## config.mk

```make
export PLATFORM = sky130hd
export DESIGN_NAME = bus_slot_scheduler_flat
export DESIGN_NICKNAME = d
export VERILOG_FILES = /design/src/rtl/bus_slot_scheduler_if.sv /design/src/rtl/bus_slot_scheduler.sv /design/src/flat_wrapper.sv
export SDC_FILE = /design/constraint.sdc
export NUM_CORES = 1
export LEC_CHECK = 0
export CAP_MARGIN = 30
export CORE_UTILIZATION = 44
export CTS_BUF_LIST = sky130_fd_sc_hd__clkbuf_4 sky130_fd_sc_hd__clkbuf_8
export CTS_CLUSTER_SIZE = 28
export DETAILED_ROUTE_END_ITERATION = 6
export GPL_ROUTABILITY_DRIVEN = 0
export PLACE_DENSITY = 0.83
export SETUP_SLACK_MARGIN = 0.1
export SLEW_MARGIN = 20
export SYNTH_ARGS = -nofsm -noshare
export SYNTH_HDL_FRONTEND = slang
export SYNTH_SLANG_ARGS = --single-unit
```

## constraint.sdc

```tcl
create_clock -name clk16_i -period 1.43 [get_ports clk16_i]
set_input_delay 0.143 -clock clk16_i [delete_from_list [all_inputs] [get_ports clk16_i]]
set_output_delay 0.143 -clock clk16_i [all_outputs]
set_load 0.02 [all_outputs]
```

## src/rtl/bus_slot_scheduler_if.sv

```systemverilog
// Bus-slot scheduler interface: the SPI handshake plus the per-slot bus timing
// outputs. clk16_i and reset_i are plain module ports and are not part of it.
//   master : the scheduler (drives every timing output, receives spi_valid_i)
//   slave  : the MCU/bus side (drives spi_valid_i, receives the timing)
interface bus_slot_scheduler_if;
    logic       spi_valid_i;   // MCU has an SPI transaction pending
    logic       spi_ready_o;   // one-cycle pulse: granted transaction complete
    logic       spi_en_o;      // SPI owns the bus this slot
    logic       vram_en_o;     // video RAM fetch slot
    logic       vrom_en_o;     // character ROM fetch slot
    logic       cpu_en_o;      // CPU access slot
    logic       cpu_be_o;      // CPU bus enable
    logic       cpu_clk_o;     // CPU PHI2
    logic       setup_o;       // address/control setup phase
    logic       strobe_o;      // data strobe window
    logic [1:0] slot_o;        // current slot index

    modport master (
        input  spi_valid_i,
        output spi_ready_o, spi_en_o, vram_en_o, vrom_en_o, cpu_en_o,
               cpu_be_o, cpu_clk_o, setup_o, strobe_o, slot_o
    );

    modport slave (
        output spi_valid_i,
        input  spi_ready_o, spi_en_o, vram_en_o, vrom_en_o, cpu_en_o,
               cpu_be_o, cpu_clk_o, setup_o, strobe_o, slot_o
    );
endinterface

```

## src/rtl/bus_slot_scheduler.sv

```systemverilog
// Time-division scheduler for the shared system bus. Each 16-cycle CPU period
// is split into four 4-cycle slots (VRAM, VROM, SPI, CPU); every slot has a
// setup phase (p0), a strobe window (p1..p2) and a hold phase (p3).
// MCU SPI requests are granted whole slots through a valid/ready handshake.
// Ports:
//   clk16_i  - 16 MHz system clock
//   reset_i  - asynchronous, active-high reset
//   bus      - bus_slot_scheduler_if.master (handshake + slot timing outputs)
// Parameter:
//   VIDEO_EN - 1: slots 0/1 fetch video; 0: slots 0/1 are extra SPI slots
module bus_slot_scheduler #(
    parameter bit VIDEO_EN = 1'b1
) (
    input  logic                   clk16_i,
    input  logic                   reset_i,
    bus_slot_scheduler_if.master   bus
);

    localparam int unsigned CNT_W  = 4;
    localparam int unsigned SLOT_W = 2;
    localparam int unsigned PH_W   = 2;

    localparam logic [SLOT_W-1:0] SLOT_VRAM = SLOT_W'(0);
    localparam logic [SLOT_W-1:0] SLOT_VROM = SLOT_W'(1);
    localparam logic [SLOT_W-1:0] SLOT_SPI  = SLOT_W'(2);
    localparam logic [SLOT_W-1:0] SLOT_CPU  = SLOT_W'(3);

    typedef enum logic [1:0] {
        S_IDLE    = 2'd0,
        S_BUSY    = 2'd1,
        S_RELEASE = 2'd2
    } state_t;

    // run_q is clear only until the first edge after reset, so that edge
    // decodes cnt = 0 instead of cnt = 1.
    logic              run_q;
    logic [CNT_W-1:0]  cnt_q;
    logic [CNT_W-1:0]  cnt_d;
    logic [SLOT_W-1:0] slot_d;
    logic [PH_W-1:0]   ph_d;
    logic              spi_slot_d;
    state_t            state_q;
    state_t            state_d;

    logic       spi_ready_d, spi_en_d, vram_en_d, vrom_en_d, cpu_d;
    logic       setup_d, strobe_d;

    logic       spi_ready_q, spi_en_q, vram_en_q, vrom_en_q, cpu_q;
    logic       setup_q, strobe_q;
    logic [SLOT_W-1:0] slot_q;

    // Next-count decode; every output register is loaded from it so outputs
    // line up with cnt without a cycle of latency.
    always_comb begin
        cnt_d      = run_q ? cnt_q + CNT_W'(1) : '0;
        slot_d     = cnt_d[CNT_W-1:PH_W];
        ph_d       = cnt_d[PH_W-1:0];
        spi_slot_d = (slot_d == SLOT_SPI) ||
                     (!VIDEO_EN && (slot_d != SLOT_CPU));
    end

    // SPI handshake next state and next output values.
    always_comb begin
        state_d     = state_q;
        spi_en_d    = 1'b0;
        spi_ready_d = 1'b0;
        vram_en_d   = 1'b0;
        vrom_en_d   = 1'b0;
        cpu_d       = 1'b0;
        setup_d     = 1'b0;
        strobe_d    = 1'b0;

        unique case (state_q)
            S_IDLE: begin
                if (spi_slot_d && (ph_d == PH_W'(0)) && bus.spi_valid_i)
                    state_d = S_BUSY;
            end
            S_BUSY: begin
                // Owns the slot through p3 regardless of spi_valid_i.
                if (ph_d == PH_W'(0))
                    state_d = S_RELEASE;
            end
            S_RELEASE: begin
                // A request held high is never re-granted.
                if (!bus.spi_valid_i)
                    state_d = S_IDLE;
            end
            default: state_d = S_IDLE;
        endcase

        spi_en_d    = (state_d == S_BUSY);
        spi_ready_d = (state_d == S_BUSY) && (ph_d == PH_W'(3));
        vram_en_d   = VIDEO_EN && (slot_d == SLOT_VRAM);
        vrom_en_d   = VIDEO_EN && (slot_d == SLOT_VROM);
        cpu_d       = (slot_d == SLOT_CPU);
        setup_d     = (ph_d == PH_W'(0));
        strobe_d    = (ph_d == PH_W'(1)) || (ph_d == PH_W'(2));
    end

    // Counter, FSM state and output registers.
    always_ff @(posedge clk16_i or posedge reset_i) begin
        if (reset_i) begin
            run_q       <= 1'b0;
            cnt_q       <= '0;
            state_q     <= S_IDLE;
            spi_ready_q <= 1'b0;
            spi_en_q    <= 1'b0;
            vram_en_q   <= 1'b0;
            vrom_en_q   <= 1'b0;
            cpu_q       <= 1'b0;
            setup_q     <= 1'b0;
            strobe_q    <= 1'b0;
            slot_q      <= '0;
        end else begin
            run_q       <= 1'b1;
            cnt_q       <= cnt_d;
            state_q     <= state_d;
            spi_ready_q <= spi_ready_d;
            spi_en_q    <= spi_en_d;
            vram_en_q   <= vram_en_d;
            vrom_en_q   <= vrom_en_d;
            cpu_q       <= cpu_d;
            setup_q     <= setup_d;
            strobe_q    <= strobe_d;
            slot_q      <= slot_d;
        end
    end

    assign bus.spi_ready_o = spi_ready_q;
    assign bus.spi_en_o    = spi_en_q;
    assign bus.vram_en_o   = vram_en_q;
    assign bus.vrom_en_o   = vrom_en_q;
    assign bus.cpu_en_o    = cpu_q;
    assign bus.cpu_be_o    = cpu_q;
    assign bus.cpu_clk_o   = cpu_q;
    assign bus.setup_o     = setup_q;
    assign bus.strobe_o    = strobe_q;
    assign bus.slot_o      = slot_q;

endmodule

```

## src/flat_wrapper.sv

```systemverilog
// flat-port wrapper written by rule: the top's interface ports become plain ports
module bus_slot_scheduler_flat 
#(
    parameter bit VIDEO_EN = 1'b1
)
  (clk16_i, reset_i, bus_spi_valid_i, bus_spi_ready_o, bus_spi_en_o, bus_vram_en_o, bus_vrom_en_o, bus_cpu_en_o, bus_cpu_be_o, bus_cpu_clk_o, bus_setup_o, bus_strobe_o, bus_slot_o);
  bus_slot_scheduler_if bus_i ();
  input  logic clk16_i;
  input  logic reset_i;
  input wire logic [$bits(bus_i.spi_valid_i)-1:0] bus_spi_valid_i;
  output wire logic [$bits(bus_i.spi_ready_o)-1:0] bus_spi_ready_o;
  output wire logic [$bits(bus_i.spi_en_o)-1:0] bus_spi_en_o;
  output wire logic [$bits(bus_i.vram_en_o)-1:0] bus_vram_en_o;
  output wire logic [$bits(bus_i.vrom_en_o)-1:0] bus_vrom_en_o;
  output wire logic [$bits(bus_i.cpu_en_o)-1:0] bus_cpu_en_o;
  output wire logic [$bits(bus_i.cpu_be_o)-1:0] bus_cpu_be_o;
  output wire logic [$bits(bus_i.cpu_clk_o)-1:0] bus_cpu_clk_o;
  output wire logic [$bits(bus_i.setup_o)-1:0] bus_setup_o;
  output wire logic [$bits(bus_i.strobe_o)-1:0] bus_strobe_o;
  output wire logic [$bits(bus_i.slot_o)-1:0] bus_slot_o;
  assign bus_i.spi_valid_i = bus_spi_valid_i;
  assign bus_spi_ready_o = bus_i.spi_ready_o;
  assign bus_spi_en_o = bus_i.spi_en_o;
  assign bus_vram_en_o = bus_i.vram_en_o;
  assign bus_vrom_en_o = bus_i.vrom_en_o;
  assign bus_cpu_en_o = bus_i.cpu_en_o;
  assign bus_cpu_be_o = bus_i.cpu_be_o;
  assign bus_cpu_clk_o = bus_i.cpu_clk_o;
  assign bus_setup_o = bus_i.setup_o;
  assign bus_strobe_o = bus_i.strobe_o;
  assign bus_slot_o = bus_i.slot_o;
  bus_slot_scheduler #(.VIDEO_EN(VIDEO_EN)) u_core (.clk16_i(clk16_i), .reset_i(reset_i), .bus(bus_i));
endmodule
```

Word level (Yosys, flattened, before mapping)
Index checks and enable logic that the tools add are counted.
{"block": "totals", "register_bits": 16, "in_bits": 3, "out_inout_bits": 11, "wordCells": 33}
{"block": "classes", "n_addsub": 1, "eq_ne": 9, "mux": 5, "reduce_logical": 7}
{"op": "$eq A2 B2 Y1 const B", "n": 5}
{"op": "$eq A2 B1 Y1 const B", "n": 4}
{"op": "$logic_not A2 Y1", "n": 3}
{"op": "$mux W2", "n": 3}
{"op": "$pmux W2 S3", "n": 1}
{"op": "$add A4 B1 Y4 const B", "n": 1}
{"op": "$mux W4", "n": 1}
{"op": "$logic_and A1 B1 Y1", "n": 3}
{"op": "$logic_or A1 B1 Y1", "n": 1}

Logic depth before layout (Yosys ltp)
Gate-level depths: netlist of the first run.
{"block": "depth", "ltp_word": 9, "ltp_mapped": 6, "ltp_nobuf": 6}

Worst setup path before layout of the first run
No wires, ideal clock.
{"block": "synth_timing", "path_type": "reg2reg", "startpoint": "reg u_core.cnt_q[0]", "endpoint": "reg u_core.spi_ready_q, in the netlist u_core.bus.spi_ready_o", "setup_time_ns": 0.067, "arrival_time_ns": 1.442, "required_ns": 1.363, "path_slack_ns": -0.078, "path_stages_with_launch": 7, "n_path_buf": 0, "synth_period_minus_slack_ns": 1.508, "path_cell_list": "dfrtp_1 -> ha_1 -> nand2_1 -> ha_1 -> inv_1 -> nor3b_1 -> a41o_1"}
{"block": "synth_between", "elab_chain_cells": 9, "elab_cells_between_ends": 12, "cone_classes": "add/sub (1); eq/ne (3); mux (4); reduce/logical (4)"}
{"element": "start: declaration", "line": "bus_slot_scheduler.sv:37", "source": "logic [CNT_W-1:0] cnt_q;"}
{"element": "start signal: assignment", "line": "bus_slot_scheduler.sv:116", "source": "cnt_q <= cnt_d;"}
{"element": "$add A4 B1 Y4 (*)", "line": "bus_slot_scheduler.sv:55", "source": "cnt_d = run_q ? cnt_q + CNT_W'(1) : '0;"}
{"element": "$mux W4 (*)", "line": "bus_slot_scheduler.sv:55"}
{"element": "$logic_not A2 Y1 (*)"}
{"element": "named net u_core.setup_d", "line": "bus_slot_scheduler.sv:46", "source": "logic setup_d, strobe_d;"}
{"element": "$logic_and A1 B1 Y1 (2 in series)", "line": "bus_slot_scheduler.sv:75", "source": "if (spi_slot_d && (ph_d == PH_W'(0)) && bus.spi_valid_i)"}
{"element": "$mux W2", "line": "bus_slot_scheduler.sv:75"}
{"element": "$pmux W2 S3 (*)", "line": "bus_slot_scheduler.sv:73", "source": "unique case (state_q)"}
{"element": "$eq A2 B1 Y1 (*)", "line": "bus_slot_scheduler.sv:92", "source": "spi_ready_d = (state_d == S_BUSY) && (ph_d == PH_W'(3));"}
{"element": "$logic_and A1 B1 Y1 (*)", "line": "bus_slot_scheduler.sv:92"}
{"element": "named net u_core.spi_ready_d", "line": "bus_slot_scheduler.sv:45", "source": "logic spi_ready_d, spi_en_d, vram_en_d, vrom_en_d, cpu_d;"}
{"element": "end signal: assignment", "line": "bus_slot_scheduler.sv:118", "source": "spi_ready_q <= spi_ready_d;"}
{"element": "end: declaration", "line": "bus_slot_scheduler.sv:48", "source": "logic spi_ready_q, spi_en_q, vram_en_q, vrom_en_q, cpu_q;"}
The timed path passes the listed nets; every way through them passes the cells marked *.

Final worst setup path of the first run
Same ends and word-level chain as after synthesis.

==> results of run 1 <==
[kinds of logic (layout without fill, tap and decap cells)]
kind of cell,count (synthesis),count (layout)
mux,1,1
fa+ha+maj,3,3
flops,14,14
simple gates,13,13
compound gates,4,4
buf+inv,8,26
other cells,1,1
xor+xnor,1,1
[layer usage]
layer | vias up | wire (µm) | global-route usage [%]
met5 | - | 0 | 0
met4 | 0 | 27 | 12.93
met3 | 4 | 47 | 5.233
met2 | 14 | 561 | 30.42
met1 | 176 | 367 | 14.89
li1 | 182 | - | -
[through the flow]
step / hold WS, ns / utilization [%] / area, µm² / total power [mW]
floorplan: 0.03222 / - / 598.1 / 0.4999
global placement: 0.5009 / 63.03 / 738.2 / 0.5503
detailed placement: 0.5031 / 63.03 / 738.2 / 0.5547
CTS: 0.2147 / 69.02 / 808.3 / 0.7867
global route: 0.2365 / 69.87 / 818.3 / 0.8208
finish: 0.1953 / 69.87 / 818.3 / 0.7803
[cell type report]
class	instances	share of cell area, %
clock buffer	3	2.752
tap	14	2.141
sequential	14	42.81
multi-input combinational	23	29.97
timing repair buffer	19	20.18
inverter	4	2.141
[worst max-delay path: cells and delay by family, from the launching register on]
| family | cells | cell delay (ns) |
|---|---|---|
| compound gates | 1 | 0.22 |
| simple gates | 2 | 0.32 |
| flops | 1 | 0.38 |
| fa+ha+maj | 2 | 0.45 |
| buf+inv | 1 | 0.05 |
[power groups by stage]
| stage | clock [mW] | sequential [mW] | combinational, mW |
|---|---|---|---|
| 6_report | 0.209 | 0.426 | 0.145 |
| 5_1_grt | 0.235 | 0.428 | 0.158 |
| 4_1_cts | 0.217 | 0.425 | 0.144 |
| 3_5_place_dp | 0 | 0.434 | 0.121 |
| 3_3_place_gp | 0 | 0.433 | 0.117 |
| 2_1_floorplan | 0 | 0.450 | 0.0500 |
[state kept, by name (all words and copies together) (netlist names)]
name	cells
u_core.bus.cpu_be_o	1
u_core.bus.vram_en_o	1
u_core.state_q	2
u_core.bus.vrom_en_o	1
u_core.run_q	1
u_core.bus.setup_o	1
u_core.bus.strobe_o	1
u_core.bus.spi_en_o	1
u_core.bus.spi_ready_o	1
u_core.cnt_q	4
[worst paths after layout]
path                                              from  slack, ns                               end  cells past startpoint
max in group asynchronous                      reset_i       0.90         u_core.cnt_q[1]$_DFF_PP0_                      2
hold / removal                                 reset_i       0.20       u_core.state_q[1]$_DFF_PP0_                      2
min in group clk16_i       u_core.state_q[1]$_DFF_PP0_       0.61       u_core.state_q[1]$_DFF_PP0_                      1
setup reg to reg             u_core.cnt_q[0]$_DFF_PP0_      -0.05  u_core.bus.spi_ready_o$_DFF_PP0_                      6
setup / recovery             u_core.cnt_q[0]$_DFF_PP0_      -0.05  u_core.bus.spi_ready_o$_DFF_PP0_                      6
hold reg to reg            u_core.state_q[1]$_DFF_PP0_       0.61       u_core.state_q[1]$_DFF_PP0_                      1
[synthesized netlist by cell type, drive strengths merged]
| master | n | share of area [%] |
|---|---|---|
| dfrtp | 14 | 60 |
| buf | 4 | 5.1 |
| inv | 4 | 2.6 |
| nor2b | 4 | 4.7 |
| ha | 3 | 6.4 |
| a32o | 2 | 3.4 |
| nand2 | 2 | 1.3 |
| nand2b | 2 | 2.1 |
| a22o | 1 | 1.5 |
| a41o | 1 | 1.7 |
| and2 | 1 | 1.1 |
| and3 | 1 | 1.1 |
| conb | 1 | 0.64 |
| mux2i | 1 | 3.8 |
| nand3 | 1 | 1.7 |
| nor2 | 1 | 0.64 |
| nor3b | 1 | 1.3 |
| xnor2 | 1 | 1.5 |
[what timing repair did]
action / 4_1_cts / 5_1_grt
setup endpoints to repair: 14 / 8
pin swaps: 5 / 3
buffers inserted: 3 / 0
gates resized for setup: 18 / 2
==> flow_summary.yaml, run 1 <==
cells_and_area:
  layout-drive-gt1-share_pct: 33.33
  layout_common_cells: "dfrtp_1 (14), dlygate4sd2_1 (10), buf_4 (6)"
  nFillCells: 86
  syn_to_final_growth_pct: 39.15
  antenna_cells: 0
  final_common_cell: "dfrtp_1"
  final_nets: 71
  seq_area_um2: 350.3
  multiInputGateArea_um2: 245.2
  instances_no_fill: 77
yosys:
  syn_area_um2: 588.1
  yosys.area_share.xor_xnor_pct: 1.489
  synth_top_family_by_area: "simple AND/OR/NAND/NOR gates"
  muxShareOfSynthArea_pct: 3.830
  ys_seq_area_share_pct: 59.57
  synth_nets: 51
  synth_cells: 45
  avgSynthCellArea_um2: 13.07
  synth-compound-area-share_pct: 6.596
  ys_types: 19
  yosys.area_share.adder_pct: 6.383
  ys_warn_count: 0
  synth_seq_cells: 14
  synth-simple-area-share_pct: 13.83
power_and_ir_drop:
  switching_power_mw: 0.1975
  intPower_mw: 0.5829
  pwr-share-clk_pct: 26.8
  ir_worst_vdd_v: 0.0005143
  p_per_area_nw_per_um2: 953.6
  seq_power_share_pct: 54.6
  p_leak_nw: 0.4454
  switching_share_pct: 25.31
  combPwrFrac_pct: 18.6
timing:
  slew_headroom_pct: 66.68
  max_freq_mhz: 676.6
  fin_ws_ns: -0.04802
  setup-violations-final: 3
  slew_viol_final: 0
  period_share_pct: 103.4
  hold_viol_final: 0
  rsz0062_at_grt: "true"
  final.min_clock_period_ns: 1.478
  tns_ns: -0.1281
  worst_slew_pin_slew_ns: 0.4993
  fin_skew_ns: 0.002759
place:
  dp_cells: 71
  dp_hpwl_um: 717.8
  placement.io_buffers: 13
  preCtsSetupSlack_ns: -0.09540
min_path:
  hold_path.class: "in2async"
global_routing:
  antenna_found_initial: 0
  grt_pass1_wl_um: 1566
  grt_max_degree: 15
  grt.overflow.total: 0
  grt_usage_pct: 16.79
  first_global_vias: 392
drt:
  ant_nets: 0
  dr.pass1.iters: 5
  routed_via_density: 4.883
  wl_um: 1003
  vias: 376
  drcViolationCount: 0
  routedWlPerCell_um: 13.03
  dr.first_iter.drc_count: 7
critical_path:
  critical_path.slowest_cell: "dfrtp_1"
  crit_path_end_kind: "flop"
  required_ns: 1.64
  slowest_delay_ns: 0.38
  cp.arrival_ns: 1.68
  worst-path-max-fanout: 4
  worst-setup-path-type: "reg2reg"
  worstSetupStartpointType: "flop"
  crit_chain: "ha_1, nand2_2, ha_4, inv_4, nor3b_4, a41o_1"
clocking:
  clkTransAtPathRegs_ns: 0.08
  htree_num_levels: 1
  cts_root_buffer: "clkbuf_4"
  cts_sinks: 14
  numCtsBuffers: 3
  clk_latency_ns: 0.27
  cts_tree: "yes"
  cts_max_path_buffers: 2
  holdBufCountCts: 0
floorplanning:
  initial_utilization_pct: 50.21
  die_height_um: 38.56
  core_um2: 1171
  rows: 12
  dieWidth_um: 38.56
  io-pin-count: 14
  die-area_um2: 1487
flow_run:
  cap_violations: 0
run_status:
  status: "complete, but fails checks"
  violations: "negative setup slack"
Note: power is estimated with default switching activity, not from simulation.
==> run 2, diff against run 1 <==
ABC_AREA = 1   (was default)
==> run 2 against run 1 <==
- the run now ends clean
- maximum frequency is 4.9% higher
- via count is 5.3% higher
- critical path type unchanged
- wire length is 14% lower
==> flow_summary.yaml, run 2 <==
run_status:
  status: "completed"
yosys:
  yosys.area_share.adder_pct: 6.316
  postSynth.asyncResetShare_pct: 100.0
  ys_warn_count: 0
  synth_top_family_by_area: "simple AND/OR/NAND/NOR gates"
  synth_top_flop_cell: "dfrtp_1"
  synth-compound-area-share_pct: 2.737
  muxShareOfSynthArea_pct: 0
  yosys-top-cells-area: "dfrtp_1 (59%), inv_1 (8.2%), ha_1 (6.3%)"
  synth_cells: 58
  ys_seq_area_share_pct: 58.95
  synth-edff-count: 0
  yosys.area_share.xor_xnor_pct: 0
  synth-simple-area-share_pct: 18.11
  yosysMostFrequentCell: "dfrtp_1"
  syn_area_um2: 594.3
  yosys.area.top_type: "dfrtp_1"
  synthTopCellsByCount: "dfrtp_1 (14), inv_1 (13), nand2_1 (7), nor2_1 (5), buf_4 (4)"
  ys_types: 15
  synth_nets: 64
  yosys.area.top_type_share_pct: 58.95
  synth_seq_cells: 14
  avgSynthCellArea_um2: 10.25
timing:
  final.min_clock_period_ns: 1.409
  hold_viol_final: 0
  period_share_pct: 98.55
  slew_headroom_pct: 65.68
  slew_viol_final: 0
  rsz0062_at_grt: "true"
  max_freq_mhz: 709.6
  fin_skew_ns: 0.0006527
  worst_slew_pin_slew_ns: 0.5143
  setup-violations-final: 0
critical_path:
  worstSetupStartpointType: "flop"
  worst-setup-path-type: "reg2reg"
  crit_chain: "ha_1, nand2_2, ha_4, nand4_1, nor2_1, nand2_2, a21oi_2"
  reg2reg_slack_ns: 0.02
  r2r_cells: 7
  crit_top_cell: "nand2_2"
  worst-path-buf-inv: 0
  cp_top_family: "adder cells"
  worst-path-max-fanout: 3
  slowest_delay_ns: 0.39
  r2r_end: "u_core.bus.spi_ready_o$_DFF_PP0_"
  crit_path_end_kind: "flop"
  cp.arrival_ns: 1.62
  critical_path.slowest_cell: "dfrtp_1"
  cp.depth: 7
  r2r_start: "u_core.cnt_q[1]$_DFF_PP0_"
  required_ns: 1.64
global_routing:
  antenna_found_initial: 0
  grt_usage_pct: 15.13
  grt.overflow.total: 0
  grt_max_degree: 15
  first_global_vias: 371
  grt_pass1_wl_um: 1449
clocking:
  clkTransAtPathRegs_ns: 0.09
  cts_sinks: 14
  cts_tree: "yes"
  htree_num_levels: 1
  holdBufCountCts: 0
  cts_root_buffer: "clkbuf_4"
  clk_latency_ns: 0.28
  numCtsBuffers: 3
  cts_max_path_buffers: 2
power_and_ir_drop:
  switching_power_mw: 0.1994
  pwr-share-clk_pct: 35.1
  p_leak_nw: 0.4325
  combPwrFrac_pct: 12.6
  ir_worst_vdd_v: 0.0007112
  intPower_mw: 0.6129
  switching_share_pct: 24.55
  p_per_area_nw_per_um2: 1052
  seq_power_share_pct: 52.3
drt:
  wl_um: 859
  dr.first_iter.drc_count: 3
  ant_nets: 0
  vias: 396
  routedWlPerCell_um: 9.761
  drcViolationCount: 0
  dr.pass1.iters: 2
  routed_via_density: 4.500
cells_and_area:
  syn_to_final_growth_pct: 29.89
  utilization_pct: 65.08
  final_nets: 81
  reg.largest.list: "u_core.cnt_q: 4 flops, u_core.state_q: 2 flops"
  seq_area_um2: 350.3
  layout_common_cells: "dfrtp_1 (14), inv_1 (13), dlygate4sd2_1 (11)"
  multiInputGateArea_um2: 180.2
  regMostFlops: "u_core.cnt_q"
  antenna_cells: 0
  layout-drive-gt1-share_pct: 21.62
  final_common_cell: "dfrtp_1"
  fin_area_um2: 772.0
  nFillCells: 97
  largest_register_ff_count: 4
floorplanning:
  die-area_um2: 1502
  initial_utilization_pct: 50.11
  io-pin-count: 14
  dieWidth_um: 38.75
  core_um2: 1186
  rows: 12
  die_height_um: 38.75
flow_run:
  cap_violations: 0
place:
  placement.io_buffers: 13
  dp_hpwl_um: 661.4
  postPlaceCellArea_um2: 726.9
min_path:
  hold_path.class: "in2async"
[run 2: cell types whose count changed in the layout (fill, tap and decap cells not counted), sizes merged, moves of 3 or more]
cell,change
buf,-3
inv,+9
nand2,+8
nor2,+6
nor2b,-4
[run 2: worst reg2reg max path, cell delays in order, from the launching register on]
cell and delay [ns]:
dfrtp_1 0.39, ha_1 0.30, nand2_2 0.09, ha_4 0.13, nand4_1 0.07, nor2_1 0.12
nand2_2 0.08, a21oi_2 0.14
[run 2: power by group through the flow]
| stage | clock, mW | combinational (mW) | sequential (mW) |
|---|---|---|---|
| 3_5_place_dp | 0 | 0.102 | 0.434 |
| 4_1_cts | 0.290 | 0.105 | 0.425 |
| 5_1_grt | 0.307 | 0.115 | 0.427 |
| 3_3_place_gp | 0 | 0.0995 | 0.432 |
| 2_1_floorplan | 0 | 0.0412 | 0.449 |
| 6_report | 0.285 | 0.103 | 0.425 |
[run 2: routing by layer]
metal	part of all wire (%)	vias up	global-route usage (%)	wire, µm
li1	-	200	-	-
met3	4.1	2	3.468	35
met5	0	-	0	0
met1	42	183	16.67	364
met2	52	11	25.42	449
met4	1.2	0	10.34	10
[run 2: logic make-up (layout without fill, tap and decap cells)]
kind of cell | Yosys count | in the layout
simple gates | 21 | 21
buf+inv | 17 | 33
flops | 14 | 14
fa+ha+maj | 3 | 3
compound gates | 2 | 2
other cells | 1 | 1
[run 2: worst max-delay path by stage]
stage | start | to | slack (ns)
3_5_place_dp | u_core.cnt_q[1]$_DFF_PP0_ | u_core.bus.spi_ready_o$_DFF_PP0_ | -0.04
6_report | u_core.cnt_q[1]$_DFF_PP0_ | u_core.bus.spi_ready_o$_DFF_PP0_ | 0.02
3_3_place_gp | u_core.cnt_q[0]$_DFF_PP0_ | u_core.bus.spi_ready_o$_DFF_PP0_ | 0.003
5_1_grt | u_core.cnt_q[1]$_DFF_PP0_ | u_core.bus.spi_ready_o$_DFF_PP0_ | -0.09
4_1_cts | u_core.cnt_q[0]$_DFF_PP0_ | u_core.bus.spi_ready_o$_DFF_PP0_ | -0.03
2_1_floorplan | u_core.cnt_q[0]$_DFF_PP0_ | u_core.bus.spi_ready_o$_DFF_PP0_ | 0.07
[run 2: final cells by class]
type                    count  share of cell area, %
flip-flops and latches     14                  45.38
well taps                  14                  2.269
multi-input cells          27                  23.34
repair buffers             16                  17.99
inverters                  13                  6.321
clock buffers               4                  4.700
[run 2: timing repair]
action | CTS | global route
buffers inserted | 1 | 0
pin swaps | 3 | 6
setup endpoints to repair | 15 | 4
gates resized for setup | 14 | 0
[run 2: stage by stage]
step	power (mW)	setup WS [ns]	hold WS, ns	std cells	setup TNS, ns
4_1_cts	0.8198	-0.02618	0.2056	88	-0.02618
6_report	0.8123	0.02068	0.1909	88	0
3_3_place_gp	0.5318	0.002548	0.4678	83	0
5_1_grt	0.8492	-0.08807	0.2444	88	-0.08807
2_1_floorplan	0.4900	0.07183	0.03222	58	0
3_5_place_dp	0.5359	-0.03994	0.4774	83	-0.03994
